--- src/rtl/iiitb_change_dispenser_if.sv ---
// iiitb_change_dispenser_if: request, coin-sense and hopper-drive bundle for the change dispenser
interface iiitb_change_dispenser_if;
    logic       req;
    logic [2:0] change;
    logic       coin_sense;
    logic       nickel_drv;
    logic       dime_drv;
    logic       busy;
    logic       done;
    logic       jam;
    logic [1:0] coins_left;
    modport master (output req, change, coin_sense,
                    input  nickel_drv, dime_drv, busy, done, jam, coins_left);
    modport slave  (input  req, change, coin_sense,
                    output nickel_drv, dime_drv, busy, done, jam, coins_left);
endinterface

--- src/rtl/iiitb_change_dispenser.sv ---
// iiitb_change_dispenser: pulses nickel/dime hoppers one coin at a time, waits for the drop sensor, flags jams
module iiitb_change_dispenser #(
    parameter int PULSE_CYCLES = 4,
    parameter int TIMEOUT      = 200
) (
    input logic clock,
    input logic reset,
    iiitb_change_dispenser_if.slave bus
);
    typedef enum logic [2:0] {IDLE, DRIVE, WAIT, DONE, JAM} state_t;
    localparam logic [7:0] PULSE_LAST = 8'(PULSE_CYCLES - 1);
    localparam logic [7:0] WAIT_LAST  = 8'(TIMEOUT - 1);
    state_t     state, next;
    logic [1:0] nick, dime, nick_n, dime_n, left_d;
    logic [7:0] pcnt, tcnt, pcnt_n, tcnt_n;
    logic       nickel_d, dime_d, busy_d, done_d, jam_d;
    always_ff @(posedge clock or negedge reset) begin
        if (!reset) begin
            state          <= IDLE;
            nick           <= '0;
            dime           <= '0;
            pcnt           <= '0;
            tcnt           <= '0;
            bus.nickel_drv <= 1'b0;
            bus.dime_drv   <= 1'b0;
            bus.busy       <= 1'b0;
            bus.done       <= 1'b0;
            bus.jam        <= 1'b0;
            bus.coins_left <= '0;
        end else begin
            state          <= next;
            nick           <= nick_n;
            dime           <= dime_n;
            pcnt           <= pcnt_n;
            tcnt           <= tcnt_n;
            bus.nickel_drv <= nickel_d;
            bus.dime_drv   <= dime_d;
            bus.busy       <= busy_d;
            bus.done       <= done_d;
            bus.jam        <= jam_d;
            bus.coins_left <= left_d;
        end
    end
    always_comb begin
        next   = state;
        nick_n = nick;
        dime_n = dime;
        pcnt_n = pcnt;
        tcnt_n = tcnt;
        case (state)
            IDLE: if (bus.req) begin
                nick_n = {1'b0, bus.change == 3'b001 || bus.change == 3'b011};
                dime_n = bus.change == 3'b100 ? 2'd2 :
                         (bus.change == 3'b010 || bus.change == 3'b011) ? 2'd1 : 2'd0;
                pcnt_n = '0;
                next   = bus.change inside {3'b001, 3'b010, 3'b011, 3'b100} ? DRIVE : DONE;
            end
            DRIVE: if (pcnt == PULSE_LAST) begin
                next   = WAIT;
                tcnt_n = '0;
            end else pcnt_n = pcnt + 8'd1;
            // a drop on the timeout edge still counts as a coin
            WAIT: if (bus.coin_sense) begin
                nick_n = nick != 2'd0 ? nick - 2'd1 : nick;
                dime_n = nick != 2'd0 ? dime : dime - 2'd1;
                pcnt_n = '0;
                next   = (nick_n + dime_n) != 2'd0 ? DRIVE : DONE;
            end else if (tcnt == WAIT_LAST) next = JAM;
            else tcnt_n = tcnt + 8'd1;
            DONE:    next = IDLE;
            default: next = JAM;
        endcase
    end
    always_comb begin
        nickel_d = next == DRIVE && nick_n != 2'd0;
        dime_d   = next == DRIVE && nick_n == 2'd0;
        busy_d   = next == DRIVE || next == WAIT || next == JAM;
        done_d   = next == DONE;
        jam_d    = next == JAM;
        left_d   = nick_n + dime_n;
    end
endmodule
--- src/flat_wrapper.sv ---
// flat-port wrapper written by rule: the top's interface ports become plain ports
module iiitb_change_dispenser_flat 
#(
    parameter int PULSE_CYCLES = 4,
    parameter int TIMEOUT      = 200
)
  (clock, reset, bus_req, bus_change, bus_coin_sense, bus_nickel_drv, bus_dime_drv, bus_busy, bus_done, bus_jam, bus_coins_left);
  iiitb_change_dispenser_if bus_i ();
  input logic clock;
  input logic reset;
  input wire logic [$bits(bus_i.req)-1:0] bus_req;
  input wire logic [$bits(bus_i.change)-1:0] bus_change;
  input wire logic [$bits(bus_i.coin_sense)-1:0] bus_coin_sense;
  output wire logic [$bits(bus_i.nickel_drv)-1:0] bus_nickel_drv;
  output wire logic [$bits(bus_i.dime_drv)-1:0] bus_dime_drv;
  output wire logic [$bits(bus_i.busy)-1:0] bus_busy;
  output wire logic [$bits(bus_i.done)-1:0] bus_done;
  output wire logic [$bits(bus_i.jam)-1:0] bus_jam;
  output wire logic [$bits(bus_i.coins_left)-1:0] bus_coins_left;
  assign bus_i.req = bus_req;
  assign bus_i.change = bus_change;
  assign bus_i.coin_sense = bus_coin_sense;
  assign bus_nickel_drv = bus_i.nickel_drv;
  assign bus_dime_drv = bus_i.dime_drv;
  assign bus_busy = bus_i.busy;
  assign bus_done = bus_i.done;
  assign bus_jam = bus_i.jam;
  assign bus_coins_left = bus_i.coins_left;
  iiitb_change_dispenser #(.PULSE_CYCLES(PULSE_CYCLES), .TIMEOUT(TIMEOUT)) u_core (.clock(clock), .reset(reset), .bus(bus_i));
endmodule
--- config.mk ---
export PLATFORM = sky130hd
export DESIGN_NAME = iiitb_change_dispenser_flat
export DESIGN_NICKNAME = d
export VERILOG_FILES = /design/src/rtl/iiitb_change_dispenser_if.sv /design/src/rtl/iiitb_change_dispenser.sv /design/src/flat_wrapper.sv
export SDC_FILE = /design/constraint.sdc
export NUM_CORES = 1
export LEC_CHECK = 0
export BUFFER_PORTS_ARGS = -buffer_cell sky130_fd_sc_hd__buf_2
export CORE_ASPECT_RATIO = 0.7
export CORE_MARGIN = 8
export CORE_UTILIZATION = 39
export DETAILED_ROUTE_END_ITERATION = 10
export GPL_TIMING_DRIVEN = 0
export PLACE_DENSITY_LB_ADDON = 0.12
export SYNTH_ARGS = -nofsm -noshare
export SYNTH_HDL_FRONTEND = slang
export SYNTH_SLANG_ARGS = --single-unit
--- constraint.sdc ---
create_clock -name clock -period 2.53 [get_ports clock]
set_input_delay 0.253 -clock clock [delete_from_list [all_inputs] [get_ports clock]]
set_output_delay 0.253 -clock clock [all_outputs]
set_load 0.05 [all_outputs]
# [Word level (Yosys, flattened, before mapping)]
# Index checks and enable logic that the tools add are counted.
[classes] addsub=6 n_eq_ne=19 mux=25 reduce_logical=16
[ops] cell="2-to-1 mux 8 bit" count=6
[ops] cell="one-hot mux 8 bit (3 select lines)" count=1
[ops] cell="equality test 3 x 2 -> 1 bit, second input constant" count=6
[ops] cell="2-to-1 mux 2 bit" count=9
[ops] cell="adder 8 x 1 -> 8 bit, second input constant" count=2
[ops] cell="one-hot mux 8 bit (2 select lines)" count=1
[ops] cell="2-to-1 mux 3 bit" count=4
[ops] cell="one-hot mux 3 bit (4 select lines)" count=1
[ops] cell="!= test 2 bit, second input constant" count=5
[ops] cell="equality test 3 x 1 -> 1 bit, second input constant" count=3
[ops] cell="equality test 8 x 2 -> 1 bit, second input constant" count=1
[ops] cell="equality test 8 bit, second input constant" count=1
[ops] cell="one-hot mux 2 bit (2 select lines)" count=2
[ops] cell="AND reduction 4 bit" count=2
[ops] cell="nonzero test 2 bit" count=4
[ops] cell="equality test 3 bit, second input constant" count=2
[ops] cell="adder 2 bit" count=2
[ops] cell="logical OR 1 bit" count=4
[ops] cell="nonzero test 4 bit" count=1
[ops] cell="subtractor 2 x 1 -> 2 bit, second input constant" count=2
[ops] cell="logical NOT 3 bit" count=1
[ops] cell="nonzero test 3 bit" count=1
[ops] cell="logical AND 1 bit" count=2
[ops] cell="logical NOT 2 bit" count=1
[ops] cell="2 further kinds" count=2
[totals] regBits=30 output_inout_bits=7 wordCells=77

# [Longest topological paths before layout]
# Gate-level depths: netlist of the first run.
[depth] depth_word=10 mapped_depth=9

# [Least setup slack after synthesis of the first run]
# No wires, ideal clock.
[synth_path] path_kind="reg-to-reg" startpoint="register u_core.state[1]" endpoint="register u_core.tcnt[5]" setup_time_ns=0.134 arrival_ns=2.013 path_slack_ns=0.382 stages_incl_launch_ff=9 path_buffers=3 synth_period_minus_slack_ns=2.148 path_cell_list="dfrtp_1 > buf_6 > or4b_1 > buf_2 > a21o_1 > o311a_4 > buf_2 > o41ai_1 > a21oi_1"
[synth_via] elab_chain_cells=3
[synth_lines] item="from (decl)" line_no="iiitb_change_dispenser.sv:13" rtl="state_t state, next;"
[synth_lines] item="from (signal assigned)" line_no="iiitb_change_dispenser.sv:31" rtl="state <= next;"
[synth_lines] item="equality test 3 x 2 -> 1 bit / equality test 3 x 1 -> 1 bit (equally long branches)" line_no="iiitb_change_dispenser.sv:50" rtl="case (state)"
[synth_lines] item="!= test 2 bit (no line), or another cell as far along"
[synth_lines] item="AND reduction 4 bit (no line)"
[synth_lines] item="to (signal assigned)" line_no="iiitb_change_dispenser.sv:35" rtl="tcnt <= tcnt_n;"
[synth_lines] item="to (decl)" line_no="iiitb_change_dispenser.sv:15" rtl="logic [7:0] pcnt, tcnt, pcnt_n, tcnt_n;"
# Several ways; a longest one is shown, not always the timed one.
# A chain may end at the register's enable or synchronous reset.

# [Worst setup path after layout of the first run]
[layout_path] startpoint="register u_core.tcnt[5]" endpoint="register u_core.tcnt[6]"
[layout_via] elab_chain_cells=4
[layout_lines] item="adder 8 x 1 -> 8 bit" line_no="iiitb_change_dispenser.sv:69" rtl="else tcnt_n = tcnt + 8'd1;"
[layout_lines] item="2-to-1 mux 8 bit" line_no="iiitb_change_dispenser.sv:68" rtl="end else if (tcnt == WAIT_LAST) next = JAM;"
[layout_lines] item="2-to-1 mux 8 bit" line_no="iiitb_change_dispenser.sv:63" rtl="WAIT: if (bus.coin_sense) begin"
[layout_lines] item="one-hot mux 8 bit (2 select lines)" line_no="iiitb_change_dispenser.sv:50"
# Several ways; a longest one is shown, not always the timed one. The select of a mux whose other input is x is not followed.

==> impl_results.md, run 1 <==
- Fin Clk Skew: 0.00663 ns
- Clock sink count: 30
- Post-synthesis sequential area ratio: 48.5%
- Synth unique cells: 44
- Pleak: 0.788 nW
- Cell Rows: 19
- Layout Utilization: 46.8%
- Cell Count, Final, Fillers Out: 223
- Commonest non-fill, non-tap cells in the layout: dfrtp_1 (30), buf_2 (17), nor2_1 (12)
- Dpl cells: 215
- Nets: 180
- Initial Utilization: 39.9%
- Overflow after GRT: 0
- Antenna violations before repair: 0
- DRC Markers: 0
- Die Y: 68.7 um
- CTS buffer count: 5
- Drt wl/cell: 15.4 um
- Total iterations of the first detailed-routing run: 4
- F_max: 421 MHz
- Hold Crit Class: in2async
- Slew margin rel.: 55.4%
- CP required: 2.69 ns
- VDD IR max: 0.000459 V
- Number of synthesized flops with an enable pin: 0
- Syn avg cell area: 10.3 um2
- Status: complete, no violations
- Synth top area share: 48.5%
- TNS Setup: 0 ns
- Ant diodes: 0
- Clock transition at the registers of the reported paths: 0.07 ns
- Vias in the first global route: 1,187
- Die X: 91.3 um
- CP Data Arrival Time: 2.54 ns
- Post-synth top flop: dfrtp_1
- Gpl congestion: 0.877
- Area growth syn-to-layout: 17.2%
- CTS Buffer Depth: 2
- Final period utilization: 93.9%
- Via/cell ratio: 5.48
- YS warnings: 0
- CP Max Fanout: 10
- Clock latency on the worst-skew pair: 0.29 ns
- Std-Cell Core Area: 3870 um2
- Final-report setup violation count: 0
- Final Max Slew Viols: 0
- Mapped Nets: 160
- Critical setup path kind: reg2reg
- Hold Vio Cnt, Final: 0
- First-pass GRT wire length: 5930 um
- Mapped Area: 1550 um2
- Clk root buf: clkbuf_8
- Io pins: 14
- Final instance area: 1810 um2
- Placed instance area: 1680 um2
- Setup crit end kind: flip-flop
- RSZ-0062 raised after global routing: false
- Post-CTS Hold Fix Bufs: 0
- Total GRT Usage: 12.3%
- Largest net degree at the start of global routing: 31
- Final worst path period need: 2.38 ns
- Async SR Flop Fraction: 100%
- IO Port Bufs: 13
- PD cells: 1120 nW/um2
- CTS tree: yes
- Synth area leader: dfrtp_1
- DRT antenna net count: 0
- Seq cells post-synth: 30
- Die footprint: 6270 um2
- Layout cells sized above 1: 21.6%
- Count of max-cap constraint violations: 0
- Post-Route WL: 3440 um
- Worst Tran Pin Value: 0.669 ns
- Worst Setup Start Kind: flip-flop
- Mapped Cells: 150
- Post-CTS Setup Repair Bufs: 0
- HPWL after DPL: 2630 um
- Most common cell after layout, fill and taps aside: dfrtp_1
- H-tree depth: 2
- Synth top area cells: dfrtp_1 (49%), xnor2_1 (4.0%), nor2_1 (3.4%)
- DR iter-0 viols: 31
- Vias: 1,222
-- cells in the mapped netlist (2+ instances only) --
library cell and count:
nor3_1 3, ha_1 3, o41ai_1 3, o211ai_1 2
o21ai_0 7, and3_1 4, nor2_1 14, o31ai_1 3
nand4_1 2, nor3b_1 2, xnor2_1 7, a21boi_0 2
a31o_2 2, a21oi_1 7, or4b_1 4, a211oi_1 2
inv_1 3, dfrtp_1 30, xor2_1 3, nand3_1 9
nand2_1 10, or4_1 2, buf_2 4, nand4b_1 2
-- worst paths after layout --
check                                     from  depth (start not counted)              to  slack [ns]
worst max register to register  u_core.tcnt[5]                          7  u_core.tcnt[6]        0.15
worst max-delay path            u_core.tcnt[5]                          7  u_core.tcnt[6]        0.15
worst min-delay path                     reset                          1  u_core.tcnt[1]      0.0004
max in group asynchronous                reset                          1  u_core.pcnt[3]        2.09
min in group clock               bus_change[1]                          3  u_core.dime[0]        0.34
worst min register to register  u_core.pcnt[0]                          1  u_core.pcnt[0]        0.54
-- registers in the layout, summed over array words and instances (netlist names), 2 cells and up --
name                   flops
u_core.nick                2
u_core.dime                2
u_core.state               3
u_core.bus.coins_left      2
u_core.tcnt                8
u_core.pcnt                8
-- layer usage --
metal | part of all wire (%) | up-vias | track usage, %
li1 | - | 601 | -
met1 | 52 | 594 | 16.3
met2 | 41 | 20 | 17.9
met3 | 4.9 | 7 | 3.89
met4 | 1.7 | 0 | 6.09
met5 | 0 | - | 0
-- critical path, cell delays in order (launching register included) --
cell	delay [ns]
dfrtp_1	0.42
or4b_1	0.53
nor4b_2	0.49
o311a_4	0.28
buf_2	0.23
inv_1	0.11
nand4b_1	0.10
a21oi_1	0.07
-- what timing repair did --
item                                   4_1_cts  5_1_grt
endpoints found under the hold margin        0        0
setup endpoints to repair                    0        8
resized for setup                            0        5
-- report_power, final --
group | leakage (nW) | internal [W] | switching [W]
Combinational | 0.337 | 0.000268 | 0.000541
Clock | 0.0504 | 0.000292 | 0.000190
Sequential | 0.400 | 0.000621 | 0.000118
-- cells by family (layout without fill, tap and decap cells) --
| family | count (synthesis) | count (layout) | synth area share [%] |
|---|---|---|---|
| and+or+nand+nor | 60 | 60 | 22.3 |
| DFF | 30 | 30 | 48.5 |
| xor gates and xnor gates | 10 | 10 | 5.66 |
| muxes | 2 | 2 | 1.46 |
| adders and majority gates | 3 | 3 | 2.43 |
| AOI/OAI and AO/OA | 35 | 35 | 16.3 |
| buffers and inverters | 10 | 31 | 3.24 |
-- final cells by class --
class                   count  area, um2
fillers                   374       2060
multi-input cells         110        767
flip-flops and latches     30        751
clock buffers               5       68.8
repair buffers             13       65.1
well taps                  52       65.1
clock inverters             3       45.0
plain buffers               7       38.8
inverters                   3       11.3
-- through the flow --
stage / total power, W / hold WS [ns] / worst slack (ns)
after global placement: 0.00152 / 0.323 / 0.0476
final: 0.00203 / 0.000449 / 0.154
after global routing: 0.00216 / 0.0457 / 0.0221
after CTS: 0.00203 / 0.0128 / 0.0503
after detailed placement: 0.00154 / 0.323 / 0.0538
after floorplan: 0.00131 / -0.0426 / 0.382
No activity file was read; power rests on OpenSTA's default activity.
==> run 2, diff against run 1 <==
--- a/config.mk
+++ b/config.mk
@@ -8,7 +8,7 @@
 export BUFFER_PORTS_ARGS = -buffer_cell sky130_fd_sc_hd__buf_2
 export CORE_ASPECT_RATIO = 0.7
 export CORE_MARGIN = 8
-export CORE_UTILIZATION = 39
+export CORE_UTILIZATION = 34
 export DETAILED_ROUTE_END_ITERATION = 10
 export GPL_TIMING_DRIVEN = 0
 export PLACE_DENSITY_LB_ADDON = 0.12
==> constraint.sdc (replaced) <==
create_clock -name clock -period 2.4 [get_ports clock]
set_input_delay 0.24 -clock clock [delete_from_list [all_inputs] [get_ports clock]]
set_output_delay 0.24 -clock clock [all_outputs]
set_load 0.05 [all_outputs]
==> run 2 against run 1 <==
  * The run now ends with hold timing left
  * Highest routed layer unchanged
  * Sequential share of layout area decreased by 0.51 points
  * Total power rose by 2.1%
  * Die area rose by 12%
  * Critical path type unchanged
  * Critical endpoint is now u_core.tcnt[5]
==> impl_results.md, run 2 (synthesized netlist as in run 1, its figures left out) <==
- Post-Route WL: 3540 um (+2.8%)
- Total GRT Usage: 10.7% (-1.6 points)
- Setup crit end kind: flip-flop
- IO Port Bufs: 13 (unchanged)
- Clock latency on the worst-skew pair: 0.28 ns (about the same)
- Placed instance area: 1680 um2 (+0.22%)
- Post-CTS Setup Repair Bufs: 0 (unchanged)
- Reg2reg start: u_core.state[1]
- Layout cells sized above 1: 22.8% (+1.2 points)
- CTS buffer count: 5 (unchanged)
- Initial Utilization: 35.5% (-4.4 points)
- CP Data Arrival Time: 2.47 ns (-0.07 ns)
- Final Max Slew Viols: 0 (unchanged)
- Clock transition at the registers of the reported paths: 0.06 ns (about the same)
- DR iter-0 viols: 86 (+180%)
- Status: finished with violations
- Critical setup path kind: reg2reg
- Worst Tran Pin Value: 0.661 ns (-0.00830 ns)
- CTS tree: yes
- H-tree depth: 2 (unchanged)
- Overflow after GRT: 0 (unchanged)
- Total iterations of the first detailed-routing run: 4 (unchanged)
- Largest regs: u_core.pcnt: 8 flops, u_core.tcnt: 8 flops, u_core.state: 3 flops
- First-pass GRT wire length: 5990 um (+1.0%)
- Cell Rows: 20 (+1)
- Met2 Wirelength: 1430 um (+0.63%)
- Hold slack: -0.00485 ns (-0.00530 ns)
- CP required: 2.54 ns (-0.15 ns)
- Post-CTS Hold Fix Bufs: 0 (unchanged)
- CP Max Fanout: 10 (unchanged)
- Vias in the first global route: 1,167 (-1.7%)
- Setup ws final: 0.0753 ns (-0.0791 ns)
- Gpl congestion: 0.892 (+1.6%)
- Antenna violations before repair: 0 (unchanged)
- Crit path to: u_core.tcnt[5]
- Critical path startpoint: u_core.state[1]
- Via/cell ratio: 5.54 (+1.1%)
- Vias: 1,252 (+2.5%)
- Clk root buf: clkbuf_8
- Final period utilization: 96.9% (+3.0 points)
- Die X: 96.6 um (+5.9%)
- HPWL after DPL: 2550 um (-3.3%)
- Pleak: 0.799 nW (+1.3%)
- Reg2Reg Setup Slack: 0.08 ns (-0.08 ns)
- Max Used Layer: met4
- Most common cell after layout, fill and taps aside: dfrtp_1
- Clock sink count: 30 (unchanged)
- Met1 Routed Length: 1860 um (+3.5%)
- Die Y: 72.4 um (+5.4%)
- PD cells: 1130 nW/um2 (+0.87%)
- Worst Setup Start Kind: flip-flop
- Count of max-cap constraint violations: 0 (unchanged)
- DRC Markers: 0 (unchanged)
- Failing checks: hold timing
- Final worst path period need: 2.32 ns (-0.0509 ns)
- Hold Vio Cnt, Final: 14 (+14)
- Std-Cell Core Area: 4350 um2 (+12%)
- CTS Buffer Depth: 2 (unchanged)
- F_max: 430 MHz (+2.2%)
- Final-report setup violation count: 0 (unchanged)
- Drt wl/cell: 15.7 um (+1.4%)
- Nets: 180 (unchanged)
- Commonest non-fill, non-tap cells in the layout: dfrtp_1 (30), buf_2 (17), nor2_1 (12)
- Hold Crit Class: in2async
- Slew margin rel.: 55.9% (+0.55 points)
- Area growth syn-to-layout: 18.6%
- Io pins: 14 (unchanged)
- Wire length on met3: 197 um (+17%)
- Ant diodes: 0 (unchanged)
- Crit Reg-Reg Endpoint: u_core.tcnt[5]
- Die footprint: 7000 um2 (+12%)
- Fin Clk Skew: 0.00509 ns (-0.00154 ns)
- FF-to-FF path depth: 8 (+1)
- Dpl ws: -0.104 ns (-0.157 ns)
- VDD IR max: 0.000497 V (+8.2%)
- Largest net degree at the start of global routing: 31 (unchanged)
- RSZ-0062 raised after global routing: true
- Final instance area: 1830 um2 (+1.2%)
- DRT antenna net count: 0 (unchanged)
==> run 2: per-layer routing <==
layer  GRT usage (%)  vias to the layer above
li1                -                      601
met1            15.1                      614
met2            14.2                       30
met3            3.51                        7
met4            4.58                        0
met5               0                        -
==> run 2: cell type report <==
type,count,area [um2]
plain buffers,7,38.8
multi-input cells,110,808
flip-flops and latches,30,751
clock buffers,7,86.3
repair buffers,13,65.1
well taps,55,68.8
fillers,423,2520
inverters,3,11.3
clock inverters,1,5.00
==> run 2: power by group <==
group / internal, W / switching (W)
clock: 0.000231 / 0.000179
combinational: 0.000295 / 0.000584
sequential: 0.000655 / 0.000130
total: 0.00118 / 0.000893
==> run 2: repair_timing <==
action,4_1_cts,5_1_grt
cloned,0,0
gates resized for setup,4,8
setup endpoints to repair,7,9
pin swaps,0,1
==> run 2: stage by stage <==
stage | setup TNS, ns | total power (W) | cells | util [%] | hold slack [ns]
after floorplan | 0 | 0.00138 | 150 | - | -0.0556
after global placement | -0.176 | 0.00160 | 218 | 38.6 | 0.313
after detailed placement | -0.495 | 0.00162 | 218 | 38.6 | 0.327
after CTS | 0 | 0.00205 | 226 | 41.0 | 0.0241
after global routing | -0.0141 | 0.00222 | 226 | 42.1 | 0.0543
final | 0 | 0.00207 | 226 | 42.1 | -0.00485
==> run 2: critical path, stage by stage (launching register included) <==
cell and delay [ns]:
dfrtp_1 0.37, buf_6 0.14, or4b_1 0.52, buf_2 0.18, a21o_1 0.17, o311a_4 0.16
buf_2 0.21, o41ai_2 0.34, a21oi_1 0.11
==> run 2: worst min-delay path by stage <==
stage | startpoint | to | slack, ns | depth (start not counted)
final | reset | u_core.tcnt[5] | -0.005 | 1
after global routing | reset | u_core.bus.done | 0.05 | 1
after CTS | reset | u_core.tcnt[3] | 0.02 | 1
after detailed placement | reset | u_core.tcnt[5] | 0.33 | 1
after global placement | reset | u_core.tcnt[7] | 0.31 | 1
after floorplan | reset | u_core.bus.busy | -0.06 | 0
